--- config.mk ---
export PLATFORM = sky130hd
export DESIGN_NAME = rob_cpl_arb
export DESIGN_NICKNAME = d
export VERILOG_FILES = /design/src/rtl/rob_cpl_arb.sv
export SDC_FILE = /design/constraint.sdc
export NUM_CORES = 1
export LEC_CHECK = 0
export CAP_MARGIN = 25
export CORE_MARGIN = 8
export CORE_UTILIZATION = 64
export CTS_CLUSTER_SIZE = 16
export DETAILED_ROUTE_END_ITERATION = 6
export GPL_TIMING_DRIVEN = 0
export PLACE_DENSITY = 0.87
export SLEW_MARGIN = 20
export SYNTH_ARGS = -nofsm -noshare
export SYNTH_HDL_FRONTEND = slang
export SYNTH_SLANG_ARGS = --single-unit
--- constraint.sdc ---
create_clock -name i_clk -period 22 [get_ports i_clk]
set_input_delay 4.4 -clock i_clk [delete_from_list [all_inputs] [get_ports i_clk]]
set_output_delay 4.4 -clock i_clk [all_outputs]
set_load 0.1 [all_outputs]
--- src/rtl/rob_cpl_arb.sv ---
// rob_cpl_arb: per-EU 2-deep completion buffers arbitrated round-robin onto four ROB busy-clear ports
module rob_cpl_arb #(
    parameter int NREQ       = 6,
    parameter int WIDTH_BANK = 3,
    parameter int WIDTH_BRM  = 4
) (
    input  logic                           i_clk,
    input  logic                           i_rst_n,
    input  logic [NREQ-1:0]                i_valid,
    output logic [NREQ-1:0]                o_ready,
    input  logic [NREQ*(WIDTH_BANK+2)-1:0] i_tag,
    input  logic [NREQ*WIDTH_BRM-1:0]      i_brmask,
    input  logic [WIDTH_BRM:0]             i_kill,
    output logic [WIDTH_BANK+2:0]          o_rst_busy0,
    output logic [WIDTH_BANK+2:0]          o_rst_busy1,
    output logic [WIDTH_BANK+2:0]          o_rst_busy2,
    output logic [WIDTH_BANK+2:0]          o_rst_busy3,
    output logic                           o_idle
);
    localparam int WT = WIDTH_BANK + 2;
    localparam int WE = WT + WIDTH_BRM;
    localparam int WP = (NREQ > 1) ? $clog2(NREQ) : 1;
    localparam int NP = 4;

    // An entry is younger than the killing branch when its tag lies 1..half-range ahead of the kill mask
    function automatic logic f_killed(input logic [WIDTH_BRM:0] kill, input logic [WIDTH_BRM-1:0] bm);
        logic [WIDTH_BRM-1:0] d;
        d = bm - kill[WIDTH_BRM-1:0];
        return kill[WIDTH_BRM] && (d != '0) && ({1'b0, d} <= ((WIDTH_BRM+1)'(1) << (WIDTH_BRM-1)));
    endfunction

    logic [WE-1:0]   r_ent0 [NREQ];
    logic [WE-1:0]   r_ent1 [NREQ];
    logic [1:0]      r_cnt  [NREQ];
    logic [WP-1:0]   r_rr;
    logic [WT:0]     r_busy [NP];
    logic [WE-1:0]   w_nxt0 [NREQ];
    logic [WE-1:0]   w_nxt1 [NREQ];
    logic [1:0]      w_ncnt [NREQ];
    logic [NREQ-1:0] w_elig;
    logic [NREQ-1:0] w_gnt;
    logic [NREQ-1:0] w_nz;
    logic [NP-1:0]   w_pv;
    logic [WP-1:0]   w_pi   [NP];
    logic [WT-1:0]   w_tag  [NP];
    logic [WP-1:0]   w_last;

    for (genvar k = 0; k < NREQ; k++) begin : g_req
        logic [WE-1:0] w_in;
        logic          w_k0;
        logic          w_k1;
        logic          w_push;
        assign w_in       = {i_tag[k*WT +: WT], i_brmask[k*WIDTH_BRM +: WIDTH_BRM]};
        assign w_nz[k]    = r_cnt[k] != 2'd0;
        assign o_ready[k] = r_cnt[k] < 2'd2;
        assign w_elig[k]  = w_nz[k] && !f_killed(i_kill, r_ent0[k][WIDTH_BRM-1:0]);
        assign w_k0       = w_elig[k] && !w_gnt[k];
        assign w_k1       = (r_cnt[k] == 2'd2) && !f_killed(i_kill, r_ent1[k][WIDTH_BRM-1:0]);
        assign w_push     = i_valid[k] && o_ready[k] && !f_killed(i_kill, w_in[WIDTH_BRM-1:0]);
        assign w_nxt0[k]  = w_k0 ? r_ent0[k] : (w_k1 ? r_ent1[k] : w_in);
        assign w_nxt1[k]  = (w_k0 && w_k1) ? r_ent1[k] : w_in;
        assign w_ncnt[k]  = 2'(w_k0) + 2'(w_k1) + 2'(w_push);
    end

    for (genvar p = 0; p < NP; p++) begin : g_port
        assign w_tag[p] = r_ent0[w_pi[p]][WE-1:WIDTH_BRM];
    end

    // Scan requesters from r_rr and hand the first four eligible heads to ports 0..3 in scan order
    always_comb begin
        int idx;
        int n;
        w_gnt  = '0;
        w_pv   = '0;
        w_last = r_rr;
        n      = 0;
        for (int p = 0; p < NP; p++) w_pi[p] = '0;
        for (int i = 0; i < NREQ; i++) begin
            idx = int'(r_rr) + i;
            if (idx >= NREQ) idx = idx - NREQ;
            if (w_elig[idx] && n < NP) begin
                w_gnt[idx] = 1'b1;
                w_pv[n]    = 1'b1;
                w_pi[n]    = WP'(idx);
                w_last     = WP'(idx);
                n          = n + 1;
            end
        end
    end

    // Buffer contents, round-robin pointer and registered busy-clear ports
    always_ff @(posedge i_clk or negedge i_rst_n) begin
        if (!i_rst_n) begin
            r_rr <= '0;
            for (int j = 0; j < NREQ; j++) begin
                r_cnt[j]  <= '0;
                r_ent0[j] <= '0;
                r_ent1[j] <= '0;
            end
            for (int p = 0; p < NP; p++) r_busy[p] <= '0;
        end else begin
            if (|w_gnt) r_rr <= (w_last == WP'(NREQ - 1)) ? '0 : w_last + WP'(1);
            for (int j = 0; j < NREQ; j++) begin
                r_cnt[j]  <= w_ncnt[j];
                r_ent0[j] <= w_nxt0[j];
                r_ent1[j] <= w_nxt1[j];
            end
            for (int p = 0; p < NP; p++) r_busy[p] <= w_pv[p] ? {1'b1, w_tag[p]} : '0;
        end
    end

    assign o_rst_busy0 = r_busy[0];
    assign o_rst_busy1 = r_busy[1];
    assign o_rst_busy2 = r_busy[2];
    assign o_rst_busy3 = r_busy[3];
    assign o_idle      = ~|w_nz;
endmodule

==> results_dict.tcl <==
set metrics [dict create \
    status "completed" \
    place_congestion 1.02 \
    first_pass_iters 5 \
    n_fill_cell 1262 \
    die_area_sq_um 23000 \
    clk_pin_slew_worst_paths_ns 0.07 \
    cts_buffer_depth 2 \
    maxSlewViolCount 0 \
    synth_ff_type "dfrtp_1" \
    drtAntennaViolNets 0 \
    fin_crit_ns 13.31 \
    wl_per_cell_um 22.3 \
    core_area_sq_um 18000 \
    reg2reg_to "r_cnt[8]" \
    post_synth_num_cell_types 89 \
    cts_hold_buf 0 \
    drc 0 \
    synth_area_leaders "dfrtp_1, ha_1, mux2i_1, mux2_2, nand2_1" \
    cts_setup_buffers 0 \
    tns_ns 0 \
    whs_endpoint "r_ent1[7]" \
    grt_pass1_wl_um 57800 \
    clock.fmax_mhz 75.2 \
    drt_iter0_drc 854 \
    syn_inst 1291 \
    syn-num-nets 1451 \
    crit_path_max_fanout 18 \
    drive_above_1_share_pct 10.8 \
    synth_edf_count 0 \
    h-tree-depth 4 \
    insertion_delay_ns 0.44 \
    ys_seq_area_share_pct 31.2 \
    whs_path_depth 1 \
    worst_pin_slew_ns 1.06 \
    startpoint_type "input port" \
    avgViaCountPerCell 6.67 \
    synth_top_area_cell "dfrtp_1" \
    arrival_ns 13.68 \
    hp-start "r_ent1[7]" \
    ys_ff_latch 147 \
    hpwl_um 27200 \
    initial_core_util_pct 65.5 \
    maxCapViolCount 0 \
    rows 49 \
    port_buffers 95 \
    vias 11000 \
    overflow 0 \
    hp-class "reg2reg" \
    grt_pass1_vias 11100 \
    async_flop_share_pct 100 \
    numCtsBuffers 17 \
    routed_wl_um 36800 \
    synth_warnings 0 \
    rsz0062_at_grt "no" \
    setup_viol 0 \
    antenna_found_initial 0 \
    fin_crit_sh_pct 60.5 \
    die_w_um 152 \
    num_antenna_cells 0 \
    finalNetCount 1568 \
    finalClockSkew_ns 0.0103 \
    cp-end-kind "register" \
    cts-resized-gates 0 \
    die_h_um 152 \
    cts_sinks 147 \
    track_usage_pct 32.1 \
    area_growth_pct 16.3 \
    cts_tree "built" \
    max_slew_margin_pct 29.5 \
    yosys.area.top_type_share_pct 31.2 \
    rrSetupSlack_ns 12.67 \
    grt_max_degree 99 \
    reg2reg_from "r_rr[0]" \
    ff2ff_path_depth 33 \
    avgSynthCellArea_sq_um 9.14 \
    io_pins 98 \
    critical_path_class "in2reg" \
    hold_viol 0 \
    syn_area_sq_um 11800 \
    critPathRequiredTime_ns 22.37 \
    cts_root_buf "clkbuf_16" \
]
[metal layers]
metal | share of wire, % | up-vias | global-route usage [%]
met5 | 0 | - | 0
met4 | 4.3 | 0 | 15.2
met3 | 7.2 | 123 | 5.79
met2 | 48 | 506 | 53.2
met1 | 41 | 5370 | 39.8
li1 | - | 5006 | -
[critical path: stages]
cell and delay (ns):
clkdlybuf4s50_1 0.40, inv_1 0.71, ha_1 0.43, nor2b_1 0.17
a2111oi_1 0.69, nor4_1 0.16, o21a_1 0.25, o31ai_2 0.62
nand3_1 0.58, fa_1 0.85, ha_1 0.28, o32ai_1 0.47
nor2_1 0.16, ha_1 0.31, inv_1 0.08, a31oi_1 0.06
nor4b_2 0.65, nand3_1 0.19, o32ai_1 0.39, a21oi_1 0.08
o21ai_0 0.34, clkbuf_1 0.38, clkbuf_1 0.46, fa_1 0.48
inv_1 0.06
[final cells by class]
type                    count  area, sq um  area share (%)
multi-input cells        1017         7620            55.5
flip-flops and latches    147         3680            26.8
repair buffers             98         1000            7.31
clock buffers              17          425            3.10
inverters                  79          297            2.16
well taps                 229          287            2.09
plain buffers              48          210            1.53
clock inverters            14          198            1.44
[worst max path at each step]
| stage | start | to | slack [ns] | depth (start not counted) |
|---|---|---|---|---|
| 2_1_floorplan | i_kill[1] | r_cnt[8] | 10.80 | 29 |
| 3_3_place_gp | i_kill[0] | r_cnt[0] | 7.96 | 29 |
| 3_5_place_dp | i_kill[2] | r_cnt[0] | 7.98 | 30 |
| 4_1_cts | i_kill[2] | r_cnt[0] | 8.34 | 30 |
| 5_1_grt | i_kill[2] | r_cnt[8] | 8.16 | 31 |
| 6_report | i_kill[2] | r_cnt[8] | 8.69 | 25 |
[Yosys cell counts (all sizes together), types with 30 or more instances]
cell,n
inv,75
nand2,114
mux2i,104
o21ai,74
nand3,44
a21oi,84
mux2,76
ha,86
dfrtp,147
nor2,80
xnor2,34
clkbuf,30
[layout by cell type (no fill, tap or decap), types with 11 or more instances in the layout]
master             n
o21ai_0           70
nor2b_1           13
o22ai_1           11
a31oi_1           14
clkbuf_1          30
ha_1              86
mux2i_1          102
a21oi_1           84
xor2_1            13
inv_1             74
a211oi_1          25
dfrtp_1          147
nand2_1          114
nor2_1            80
mux2_2            67
xnor2_1           34
clkdlybuf4s50_1   94
clkbuf_16         17
nand2b_1          20
o221ai_1          11
nand3_1           44
buf_2             13
o211ai_1          15
nor3_1            13
or2_2             14
[registers in the layout (all words and copies together), names as in the netlist]
signal	cells
o_rst_busy0	6
o_rst_busy2	6
r_ent1	54
r_rr	3
o_rst_busy1	6
r_ent0	54
r_cnt	12
o_rst_busy3	6
[cells by family (layout without fill, tap and decap cells)]
family,after synthesis,count (layout),synth area share [%]
compound gates,338,338,19.5
flops,147,147,31.2
simple gates,359,359,15.1
buf+inv,127,256,4.29
mux,180,180,16.2
xor+xnor,47,47,3.49
fa+ha+maj,93,93,10.3
[stage by stage]
step	area [sq um]	setup WS (ns)	std cells	hold slack (ns)	util, %
after CTS	13700	8.34	1648	0.489	76.1
after global placement	13000	7.96	1615	0.467	72.3
final	13700	8.69	1649	0.493	76.1
after detailed placement	13100	7.98	1617	0.471	72.6
after floorplan	11800	10.80	1291	0.450	-
after global routing	13700	8.16	1649	0.514	76.1
Power is left out: the tool's default activity adds up to more than one toggle a clock period on the data nets, which glitch-free logic cannot reach.
